$ cat config.mk
export PLATFORM = sky130hd
export DESIGN_NAME = load_store_unit_flat
export DESIGN_NICKNAME = d
export VERILOG_FILES = /design/src/rtl/load_store_unit_if.sv /design/src/rtl/load_store_unit.sv /design/src/flat_wrapper.sv
export SDC_FILE = /design/constraint.sdc
export NUM_CORES = 1
export LEC_CHECK = 0
export ABC_AREA = 1
export CORE_AREA = 2 2 154 156
export DETAILED_ROUTE_END_ITERATION = 7
export DIE_AREA = 0 0 156 158
export GPL_TIMING_DRIVEN = 0
export PLACE_DENSITY = 0.78
export SETUP_SLACK_MARGIN = 0.5
export SYNTH_ARGS = -nofsm -noshare
export SYNTH_HDL_FRONTEND = slang
export SYNTH_SLANG_ARGS = --single-unit
$ cat constraint.sdc
create_clock -name clk -period 8.5 [get_ports clk]
set_input_delay 1.275 -clock clk [delete_from_list [all_inputs] [get_ports clk]]
set_output_delay 1.275 -clock clk [all_outputs]
set_load 0.01 [all_outputs]
$ cat src/rtl/load_store_unit_if.sv
// Bundle of the pipeline request, data-memory port and MEM/WB result signals
// of the load/store unit; the LSU uses the slave view, its environment the master view.
interface load_store_unit_if;
  logic        req_valid;
  logic        req_read;
  logic        req_write;
  logic [2:0]  funct3;
  logic [63:0] addr;
  logic [63:0] wdata;

  logic [63:0] Mem_Addr;
  logic [63:0] Write_Data;
  logic        Mem_Write;
  logic        Mem_Read;
  logic [63:0] Read_Data;

  logic        stall;
  logic [63:0] load_data;
  logic        load_valid;
  logic        fault;

  modport slave (
    input  req_valid, req_read, req_write, funct3, addr, wdata, Read_Data,
    output Mem_Addr, Write_Data, Mem_Write, Mem_Read, stall, load_data, load_valid, fault
  );

  modport master (
    output req_valid, req_read, req_write, funct3, addr, wdata, Read_Data,
    input  Mem_Addr, Write_Data, Mem_Write, Mem_Read, stall, load_data, load_valid, fault
  );
endinterface

$ cat src/rtl/load_store_unit.sv
// Memory-stage load/store controller: sized RV64 loads with extension, full-width
// stores in one cycle, and byte/half/word stores as a stalling read-modify-write.
module load_store_unit #(
  parameter int MEM_BYTES = 256
) (
  input  logic              clk,
  input  logic              reset,
  load_store_unit_if.slave  bus
);

  localparam int          AW      = $clog2(MEM_BYTES);
  localparam logic [63:0] WIN_MAX = 64'(MEM_BYTES - 8);

  typedef enum logic {IDLE, RMW_WRITE} state_e;

  state_e          state_q, state_d;
  logic [63:0]     rdata_q;
  logic [AW-1:0]   addr_q;
  logic [31:0]     wdata_q;
  logic [1:0]      size_q;
  logic [63:0]     load_data_q, load_data_d;
  logic            load_valid_q, load_valid_d;
  logic            fault_q, fault_d;

  logic            legal, type_ok, capture_rmw;
  logic            mem_read, mem_write, stall;
  logic [63:0]     maddr, wdat;

  function automatic logic [63:0] extend(input logic [63:0] d, input logic [2:0] f3);
    case (f3)
      3'b000:  return {{56{d[7]}},  d[7:0]};
      3'b001:  return {{48{d[15]}}, d[15:0]};
      3'b010:  return {{32{d[31]}}, d[31:0]};
      3'b011:  return d;
      3'b100:  return {56'd0, d[7:0]};
      3'b101:  return {48'd0, d[15:0]};
      3'b110:  return {32'd0, d[31:0]};
      default: return 64'd0;
    endcase
  endfunction

  // Only the low 1/2/4 bytes come from the store; the rest is the old memory word.
  function automatic logic [63:0] merge(input logic [63:0] old, input logic [31:0] wd,
                                        input logic [1:0] size);
    case (size)
      2'b00:   return {old[63:8],  wd[7:0]};
      2'b01:   return {old[63:16], wd[15:0]};
      default: return {old[63:32], wd[31:0]};
    endcase
  endfunction

  always_comb begin
    type_ok = bus.req_read ? (bus.funct3 != 3'b111) : (bus.funct3[2] == 1'b0);
    legal   = bus.req_valid && (bus.req_read ^ bus.req_write) && type_ok &&
              (bus.addr <= WIN_MAX);
  end

  always_comb begin
    state_d      = state_q;
    mem_read     = 1'b0;
    mem_write    = 1'b0;
    stall        = 1'b0;
    maddr        = 64'd0;
    wdat         = 64'd0;
    load_data_d  = load_data_q;
    load_valid_d = 1'b0;
    fault_d      = 1'b0;
    capture_rmw  = 1'b0;
    case (state_q)
      IDLE: begin
        if (bus.req_valid && !legal) begin
          fault_d = 1'b1;
        end else if (legal && bus.req_read) begin
          mem_read     = 1'b1;
          maddr        = bus.addr;
          load_data_d  = extend(bus.Read_Data, bus.funct3);
          load_valid_d = 1'b1;
        end else if (legal && bus.funct3[1:0] == 2'b11) begin
          mem_write = 1'b1;
          maddr     = bus.addr;
          wdat      = bus.wdata;
        end else if (legal) begin
          mem_read    = 1'b1;
          maddr       = bus.addr;
          stall       = 1'b1;
          capture_rmw = 1'b1;
          state_d     = RMW_WRITE;
        end
      end
      RMW_WRITE: begin
        // EX/MEM is still frozen on the store here, so its inputs are ignored.
        mem_write = 1'b1;
        maddr     = 64'(addr_q);
        wdat      = merge(rdata_q, wdata_q, size_q);
        state_d   = IDLE;
      end
      default: state_d = IDLE;
    endcase
  end

  // Strobes are gated by reset so a pending RMW write is dropped immediately.
  assign bus.Mem_Read   = reset & mem_read;
  assign bus.Mem_Write  = reset & mem_write;
  assign bus.stall      = reset & stall;
  assign bus.Mem_Addr   = reset ? maddr : 64'd0;
  assign bus.Write_Data = reset ? wdat  : 64'd0;
  assign bus.load_data  = load_data_q;
  assign bus.load_valid = load_valid_q;
  assign bus.fault      = fault_q;

  always_ff @(posedge clk or negedge reset) begin
    if (!reset) begin
      state_q      <= IDLE;
      load_data_q  <= 64'd0;
      load_valid_q <= 1'b0;
      fault_q      <= 1'b0;
    end else begin
      state_q      <= state_d;
      load_data_q  <= load_data_d;
      load_valid_q <= load_valid_d;
      fault_q      <= fault_d;
    end
  end

  always_ff @(posedge clk) begin
    if (capture_rmw) begin
      rdata_q <= bus.Read_Data;
      addr_q  <= bus.addr[AW-1:0];
      wdata_q <= bus.wdata[31:0];
      size_q  <= bus.funct3[1:0];
    end
  end

endmodule

$ cat src/flat_wrapper.sv
// flat-port wrapper written by rule: the top's interface ports become plain ports
module load_store_unit_flat 
#(
  parameter int MEM_BYTES = 256
)
  (clk, reset, bus_req_valid, bus_req_read, bus_req_write, bus_funct3, bus_addr, bus_wdata, bus_Read_Data, bus_Mem_Addr, bus_Write_Data, bus_Mem_Write, bus_Mem_Read, bus_stall, bus_load_data, bus_load_valid, bus_fault);
  load_store_unit_if bus_i ();
  input  logic clk;
  input  logic reset;
  input wire logic [$bits(bus_i.req_valid)-1:0] bus_req_valid;
  input wire logic [$bits(bus_i.req_read)-1:0] bus_req_read;
  input wire logic [$bits(bus_i.req_write)-1:0] bus_req_write;
  input wire logic [$bits(bus_i.funct3)-1:0] bus_funct3;
  input wire logic [$bits(bus_i.addr)-1:0] bus_addr;
  input wire logic [$bits(bus_i.wdata)-1:0] bus_wdata;
  input wire logic [$bits(bus_i.Read_Data)-1:0] bus_Read_Data;
  output wire logic [$bits(bus_i.Mem_Addr)-1:0] bus_Mem_Addr;
  output wire logic [$bits(bus_i.Write_Data)-1:0] bus_Write_Data;
  output wire logic [$bits(bus_i.Mem_Write)-1:0] bus_Mem_Write;
  output wire logic [$bits(bus_i.Mem_Read)-1:0] bus_Mem_Read;
  output wire logic [$bits(bus_i.stall)-1:0] bus_stall;
  output wire logic [$bits(bus_i.load_data)-1:0] bus_load_data;
  output wire logic [$bits(bus_i.load_valid)-1:0] bus_load_valid;
  output wire logic [$bits(bus_i.fault)-1:0] bus_fault;
  assign bus_i.req_valid = bus_req_valid;
  assign bus_i.req_read = bus_req_read;
  assign bus_i.req_write = bus_req_write;
  assign bus_i.funct3 = bus_funct3;
  assign bus_i.addr = bus_addr;
  assign bus_i.wdata = bus_wdata;
  assign bus_i.Read_Data = bus_Read_Data;
  assign bus_Mem_Addr = bus_i.Mem_Addr;
  assign bus_Write_Data = bus_i.Write_Data;
  assign bus_Mem_Write = bus_i.Mem_Write;
  assign bus_Mem_Read = bus_i.Mem_Read;
  assign bus_stall = bus_i.stall;
  assign bus_load_data = bus_i.load_data;
  assign bus_load_valid = bus_i.load_valid;
  assign bus_fault = bus_i.fault;
  load_store_unit #(.MEM_BYTES(MEM_BYTES)) u_core (.clk(clk), .reset(reset), .bus(bus_i));
endmodule
Yosys cells after proc, flatten, opt, wreduce, memory -nomap -nowiden. Index checks and enable logic that the tools add are counted.

Multiplexer cells: 32. Eq/ne operators: 9. Bitwise operators: 7. Reduce and logical (&&, ||, !) cells: 10. Order comparisons: 1.

Operators with widths (count): $mux W64 (9); $pmux W64 S7 (1); $pmux W64 S2 (2); $le A64 B8 Y1 const B (1); $pmux W32 S2 (1); $mux W1 (17); $eq A3 B3 Y1 const B (3); $eq A3 B2 Y1 const B (2); $logic_and A1 B1 Y1 (6); $pmux W1 S2 (2); $and A1 B1 Y1 (3); $eq A3 B1 Y1 const B (1); $logic_not A3 Y1 (1); $ne A3 B3 Y1 const B (1); $not A1 Y1 (3); $reduce_and A3 Y1 (1); $eq A2 B1 Y1 const B (1); $eq A2 B2 Y1 const B (1); $logic_not A2 Y1 (1); $logic_not A1 Y1 (1); $xor A1 B1 Y1 (1).

Word-level logic and storage cells: 67. Output and inout port bits: 197. Input port bits: 200. Register bits after elaboration: 173.

Depth between registers and ports, before layout. Gate-level depths: netlist (run 1).

Word-level depth: 10. Gate-level depth with buffers: 11. Mapped depth without buffers: 10.

Worst setup path after synthesis (run 1). OpenSTA, ideal clock, no wires.

Path type: in2reg. Start point: input port bus_funct3[1]. End point: register u_core.state_q. Data arrival time: 8.594 ns. Cell stages on the path: 6. Slack: -0.906 ns. Path buffers: 1. Data required time: 7.688 ns. Library setup time: 0.812 ns. Cell sequence: buf_6 nand3_4 nand3_2 nor2_2 nand3_2 nor3_1.

Cells in the longest elaborated chain, start to end: 9. Elaborated cells between the ends (all ways): 14. Those cells by class: eq/ne: 2; mux: 6; reduce/logical: 6.

Ends and longest elaborated chain: from (decl) (RTL line flat_wrapper.sv:13) `input wire logic [$bits(bus_i.funct3)-1:0] bus_funct3;`; $ne A3 B3 Y1 (RTL line load_store_unit.sv:53) `type_ok = bus.req_read ? (bus.funct3 != 3'b111) : (bus.funct3[2] == 1'b0);`; $mux W1 (RTL line load_store_unit.sv:53); $logic_and A1 B1 Y1 (2 in series) (RTL line load_store_unit.sv:54) `legal = bus.req_valid && (bus.req_read ^ bus.req_write) && type_ok &&`; $mux W1 / $logic_and A1 B1 Y1 (equally long branches) (RTL line load_store_unit.sv:82, load_store_unit.sv:78); $mux W1 (RTL line load_store_unit.sv:78) `end else if (legal && bus.funct3[1:0] == 2'b11) begin`; $mux W1 (RTL line load_store_unit.sv:73) `end else if (legal && bus.req_read) begin`; $mux W1 (*) (RTL line load_store_unit.sv:71) `if (bus.req_valid && !legal) begin`; $pmux W1 S2 (*) (RTL line load_store_unit.sv:69) `case (state_q)`; to (signal assigned) (RTL line load_store_unit.sv:118) `state_q <= state_d;`; to (decl) (RTL line load_store_unit.sv:16) `state_e state_q, state_d;`.

Every way passes the cells marked *; elsewhere a longest branch is shown, timed or not. A chain may end at the register's enable or synchronous reset.

Final worst setup path (run 1).
Start point: input port bus_funct3[0]. End point: output port bus_Write_Data[29].

Cells in the longest elaborated chain, start to end: 10. Elaborated cells between the ends (all ways): 14. Those cells by class: eq/ne: 2; mux: 6; reduce/logical: 6.

Ends and longest elaborated chain: $ne A3 B3 Y1 (RTL line load_store_unit.sv:53); $mux W1 (RTL line load_store_unit.sv:53); $logic_and A1 B1 Y1 (2 in series) (RTL line load_store_unit.sv:54); $logic_and A1 B1 Y1 (RTL line load_store_unit.sv:78); $mux W64 (RTL line load_store_unit.sv:78); $mux W64 (RTL line load_store_unit.sv:73); $mux W64 (*) (RTL line load_store_unit.sv:71); $pmux W64 S2 (*) (RTL line load_store_unit.sv:69); $mux W64 (*) (RTL line load_store_unit.sv:106) `assign bus.Write_Data = reset ? wdat : 64'd0;`; to (decl) (RTL line flat_wrapper.sv:18) `output wire logic [$bits(bus_i.Write_Data)-1:0] bus_Write_Data;`.

Marked as above.

==> results.ini, run 1 <==
[yosys]
synth_cells = 847
synthArstFlopShare_pct = 40.6
yosysWarnings = 0
ys_types = 24
netlist_area_um2 = 7860
yosysSeqAreaShare_pct = 58.8
syn_area_per_cell_um2 = 9.28
synth-edff-count = 98
synthFlopType = edfxtp_1
ys_ff_latch = 165

[worst_setup_path]
path_buf_inv = 4
r2r_cells = 5
path_class = input pin to primary output
r2r_end = u_core.rdata_q[28]$_DFFE_PP_
ff2ff_setup_slack_ns = 6.01
path_delay_family = buffers and inverters
reg2reg_from = u_core.state_q$_DFF_PN0_
cp.arrival_ns = 3.96
cp_slowest_cell = clkdlybuf4s50_1
crit_chain = clkdlybuf4s50_1, nand2_1, nor2_1, inv_1, nor2_4, buf_6, nand3_1, nand2_1, clkdlybuf4s50_1
worst_path_largest_cell_delay_ns = 0.65
crit_fanout = 10
cp.required_ns = 7.22
setup.worst_path.end_class = primary output
cp-start-kind = input pin

[timing]
relSlewSlack_pct = 36.6
fmax_ghz = 0.191
timing.final.hold_violations = 0
setup_viol = 0
rsz0062_at_grt = no
slew_viol_final = 0
skew_ns = 0.0110
worst_slew_pin_slew_ns = 0.948
period_share_pct = 61.6
final.min_clock_period_ns = 5.23
worst_slack_ns = 3.27

[cells_and_area]
fin_nets = 1467
layout.cells.most_common = clkdlybuf4s50_1
drive_gt1_share_pct = 10.3
synthToLayoutAreaGrowth_pct = 60.1
final_core_utilization_pct = 54.6
final_area_um2 = 12600
layout_common_cells = 339 x clkdlybuf4s50_1, 234 x nand2_1, 98 x edfxtp_1
diodes = 0

[global_routing]
track_usage_pct = 21.4
grt_overflow = 0
grt_pass1_wl_mm = 40.1
grt_max_degree = 66
antenna_found_initial = 0
grt_pass1_vias = 7333

[min_path]
hp-start = u_core.bus.load_data[33]$_DFFE_PN0P_
holdCritPathClass = register to register
min_to = u_core.bus.load_data[33]$_DFFE_PN0P_
min_path_cells = 2

[floorplan]
die-area_um2 = 24600
core_area_um2 = 23100
pin_count = 397
initial_utilization_pct = 34.1
die_x_um = 156
die_y_um = 158
row_count = 56

[routing]
drt_wl_total_mm = 26.9
drt_iter0_markers = 440
drc = 0
firstDrtPassIters = 5
num_vias = 7302
vias_per_cell = 4.65
wl_per_cell_um = 17.1
final_antenna_net_count = 0

[clocking]
cts.sinks = 165
cts.clk_slew.worst_paths_ns = 0.06
cts_buffers = 17
clkLatencyLatePin_ns = 0.43
clockBufferDepth = 2
htreeDepth = 4
cts_resized = 0
cts-root-buf = clkbuf_16
post_cts_buffers = 0
cts_hold_buf = 0
cts_tree = yes

[place]
dpl.hpwl_mm = 21.2
place_ws_ns = 3.20
placed_area_um2 = 12000
gp_congestion = 0.906
io_buffer_count = 340

[pwr]
leakage_nw = 5.15
ir_worst_vdd_mv = 0.119
finalPower_mw = 1.80
power.density_nw_per_um2 = 143

[job]
max-cap-violations = 0

[run_status]
status = completed

[per-layer routing]
| layer | vias up | part of all wire, % | GRT usage (%) |
|---|---|---|---|
| li1 | 3583 | - | - |
| met1 | 3392 | 41 | 26.3 |
| met2 | 293 | 50 | 36.9 |
| met3 | 34 | 6.7 | 5.37 |
| met4 | 0 | 2.3 | 7.56 |
| met5 | - | 0 | 0 |
[final cells by class]
cell class	instances	area, um^2
clock inverter	13	130
fill	2085	10500
inverter	20	75.1
clock buffer	19	443
sequential	165	4620
timing repair buffer	346	3570
buffer	100	683
tap	290	363
multi-input combinational	617	2700
[tightest hold or removal path, cell delays in order (launching register included)]
cell     delay [ns]
dfrtp_1        0.34
nand2_1        0.05
o21ai_0        0.06
[state kept, by name, indices dropped and copies added, names as in the netlist]
name,cells
u_core.bus.load_data,64
u_core.rdata_q,56
u_core.wdata_q,32
u_core.addr_q,8
u_core.size_q,2
u_core.bus.fault,1
u_core.bus.load_valid,1
u_core.state_q,1
[cells by family (layout without fill, tap and decap cells)]
| logic type | after synthesis | count (layout) | share of synthesized area, % |
|---|---|---|---|
| and+or+nand+nor | 407 | 407 | 21.5 |
| DFF | 165 | 165 | 58.8 |
| AOI/OAI and AO/OA | 154 | 154 | 9.97 |
| buffers and inverters | 120 | 498 | 9.65 |
| other | 1 | 56 | 0.0477 |
[per-stage QoR]
| stage | cells | TNS, ns | hold slack, ns |
|---|---|---|---|
| finish | 1570 | 0 | 0.486 |
| global route | 1570 | 0 | 0.507 |
| floorplan | 902 | 0 | 0.518 |
| detailed placement | 1538 | 0 | 0.471 |
| global placement | 1532 | -22.00 | 0.467 |
| CTS | 1570 | 0 | 0.489 |
[cell usage after synthesis (3+ instances only)]
master    instances  area, um^2
nor2_4            3        33.8
buf_4            60         450
clkbuf_1         24        90.1
buf_2             6        30.0
nor3_1            4        20.0
inv_1            18        67.6
buf_6            10         113
edfxtp_1         98        2940
nor2_2            5        31.3
a21oi_1          55         275
nor2_1           88         330
o21ai_2           3        26.3
o21ai_0          35         175
o21ai_1          60         300
dfrtp_1          67        1680
nand3_1          67         335
nand2_1         234         878
[how the worst max path moves through the flow]
stage	slack (ns)	from	cells after the start	to
3_3_place_gp	-0.28	bus_addr[41]	8	u_core.state_q$_DFF_PN0_
3_5_place_dp	3.20	bus_funct3[0]	9	bus_Write_Data[28]
2_1_floorplan	2.26	bus_funct3[1]	6	u_core.addr_q[0]$_DFFE_PP_
6_report	3.27	bus_funct3[0]	9	bus_Write_Data[29]
4_1_cts	3.20	bus_funct3[0]	9	bus_Write_Data[28]
5_1_grt	3.07	bus_funct3[0]	9	bus_Write_Data[28]
[power breakdown]
part	total [mW]	leakage (nW)	internal [mW]	switching (mW)
logic	0.190	3.05	0.112	0.0780
registers	0.850	1.81	0.850	0.0000463
clock network	0.756	0.280	0.398	0.357
total	1.80	5.15	1.36	0.435
Power figures use the tool's default switching activity.
==> run 2: changes to the inputs <==
- CORE_AREA: 2 2 154 156 -> 2 2 155 157
- DIE_AREA: 0 0 156 158 -> 0 0 157 159
- PLACE_DENSITY: 0.78 -> 0.75
- clock period: 8.5 -> 5.2 ns (I/O delays scaled with it)
==> results.ini, run 2 (synthesis gave the netlist of run 1 again) <==
[clocking]
clkLatencyLatePin_ns = 0.42  ; was 0.43 ns
cts_hold_buf = 0  ; unchanged
cts-root-buf = clkbuf_16  ; unchanged
cts_buffers = 17  ; unchanged
post_cts_buffers = 0  ; unchanged
cts.sinks = 165  ; unchanged
cts_tree = yes  ; unchanged
htreeDepth = 4  ; unchanged
cts.clk_slew.worst_paths_ns = 0.07  ; was 0.06 ns
cts_resized = 0  ; unchanged
clockBufferDepth = 2  ; unchanged

[timing]
final.min_clock_period_ns = 4.44
worst_slew_pin_slew_ns = 0.941  ; was 0.948 ns
timing.final.hold_violations = 0  ; unchanged
setup_viol = 0  ; unchanged
period_share_pct = 85.3
fmax_ghz = 0.225
relSlewSlack_pct = 37.0  ; was 36.6%
slew_viol_final = 0  ; unchanged
skew_ns = 0.0119  ; was 0.0110 ns
rsz0062_at_grt = no  ; unchanged

[global_routing]
antenna_found_initial = 1  ; was 0
track_usage_pct = 21.5  ; was 21.4%
grt_pass1_wl_mm = 40.9  ; was 40.1 mm
grt_overflow = 0  ; unchanged
grt_pass1_vias = 7219  ; was 7333
grt_max_degree = 45  ; was 66

[cells_and_area]
largest_reg_flops = 64  ; unchanged
layout_common_cells = 339 x clkdlybuf4s50_1, 234 x nand2_1, 98 x edfxtp_1  ; unchanged
final_core_utilization_pct = 54.3  ; was 54.6%
regArea_um2 = 4620  ; unchanged
layout.cells.most_common = clkdlybuf4s50_1  ; unchanged
fill_cells = 2080  ; was 2085
synthToLayoutAreaGrowth_pct = 60.3  ; was 60.1%
fin_cells = 1599  ; was 1570
final_area_um2 = 12600  ; about the same
multi_input_area_um2 = 2700  ; unchanged
drive_gt1_share_pct = 10.2  ; was 10.3%
fin_nets = 1467  ; unchanged
diodes = 0  ; unchanged

[pwr]
ir_worst_vdd_mv = 0.176  ; was 0.119 mV
switching_share_pct = 23.1  ; was 24.3%
p_comb_share_pct = 10.6  ; about the same
switchingPower_mw = 0.673  ; was 0.435 mW
seq_power_share_pct = 47.8  ; was 47.3%
power.density_nw_per_um2 = 231  ; was 143 nW/um^2
power.share.clock_pct = 41.6  ; was 42.1%
leakage_nw = 5.13  ; was 5.15 nW
finalPower_mw = 2.91  ; was 1.80 mW
internal_power_mw = 2.23  ; was 1.36 mW

[floorplan]
row_count = 56  ; unchanged
initial_utilization_pct = 33.9  ; was 34.1%
die_x_um = 157  ; was 156 um
core_area_um2 = 23200  ; was 23100 um^2
die-area_um2 = 25000  ; was 24600 um^2
pin_count = 397  ; unchanged
die_y_um = 159  ; was 158 um

[routing]
drt_wl_total_mm = 27.2  ; was 26.9 mm
num_vias = 7366  ; was 7302
wl_per_cell_um = 17.0  ; was 17.1 um
firstDrtPassIters = 5  ; unchanged
drc = 0  ; unchanged
drt_iter0_markers = 499  ; was 440
vias_per_cell = 4.61  ; was 4.65
final_antenna_net_count = 0  ; unchanged

[job]
max-cap-violations = 0  ; unchanged

[worst_setup_path]
reg2reg_from = u_core.state_q$_DFF_PN0_  ; unchanged
setup.worst_path.end_class = primary output  ; unchanged
cp.arrival_ns = 3.66  ; was 3.96 ns
crit_path_start = bus_funct3[0]  ; unchanged
path_class = input pin to primary output  ; unchanged
crit_fanout = 10  ; unchanged
cp-start-kind = input pin  ; unchanged
cp.required_ns = 4.42  ; was 7.22 ns

[run_status]
status = completed  ; unchanged

[min_path]
holdCritPathClass = input pin to asynchronous set/reset pin  ; was register to register

[place]
placedCellCount = 1567  ; was 1538
io_buffer_count = 340  ; unchanged
gp_congestion = 0.853  ; was 0.906
dpl.hpwl_mm = 21.2  ; about the same
placed_area_um2 = 12000  ; about the same

## run 2: cell types whose count changed in the layout (fill, tap and decap cells not counted), sizes merged
cell,before,now
clkinv,3,5
inv,29,24
clkbuf,43,42
bufinv,0,1
clkinvlp,1,4
## run 2: final cells by class
cell class | instances | area share [%]
well taps | 319 | 3.17
flip-flops and latches | 165 | 36.7
plain buffers | 100 | 5.42
inverters | 20 | 0.596
repair buffers | 346 | 28.3
clock inverters | 14 | 0.994
clock buffers | 18 | 3.41
multi-input cells | 617 | 21.4
## run 2: power groups by stage
stage / clock, mW / sequential, mW / combinational, mW
after floorplan: 0 / 1.42 / 0.103
after global placement: 0 / 1.42 / 0.300
after detailed placement: 0 / 1.42 / 0.307
after CTS: 1.24 / 1.39 / 0.308
after global routing: 1.30 / 1.39 / 0.336
final: 1.21 / 1.39 / 0.309
## run 2: metal layers
layer / GRT usage (%) / wire [um] / up-vias / share of wire (%)
met5: 0 / 14 / - / 0.052
met4: 6.59 / 653 / 2 / 2.4
met3: 5.80 / 2030 / 41 / 7.5
met2: 36.5 / 13400 / 318 / 49
met1: 26.5 / 11100 / 3423 / 41
li1: - / - / 3582 / -
## run 2: path summary, 6_finish.rpt
path                                                   endpoint  slack (ns)  cells past startpoint
hold / removal             u_core.bus.load_data[36]$_DFFE_PN0P_        0.29                      1
hold reg to reg            u_core.bus.load_data[29]$_DFFE_PN0P_        0.49                      2
max in group asynchronous  u_core.bus.load_data[31]$_DFFE_PN0P_        4.36                      2
min in group clk           u_core.bus.load_data[29]$_DFFE_PN0P_        0.49                      2
setup reg to reg                   u_core.rdata_q[26]$_DFFE_PP_        2.73                      5
setup / recovery                             bus_Write_Data[26]        0.76                      9
## run 2: worst max-delay path, cell delays in order
cell	delay (ns)
clkdlybuf4s50_1	0.60
nand2_1	0.13
nor2_1	0.73
inv_1	0.19
nor2_4	0.31
buf_6	0.19
nand3_1	0.07
nand2_1	0.11
clkdlybuf4s50_1	0.54
## run 2: stage by stage
step	setup slack, ns	setup TNS (ns)	hold slack, ns
2_1_floorplan	0.970	0	0.484
3_3_place_gp	-2.18	-218.82	0.470
5_1_grt	0.505	0	0.287
3_5_place_dp	0.680	0	0.477
6_report	0.763	0	0.285
4_1_cts	0.676	0	0.286
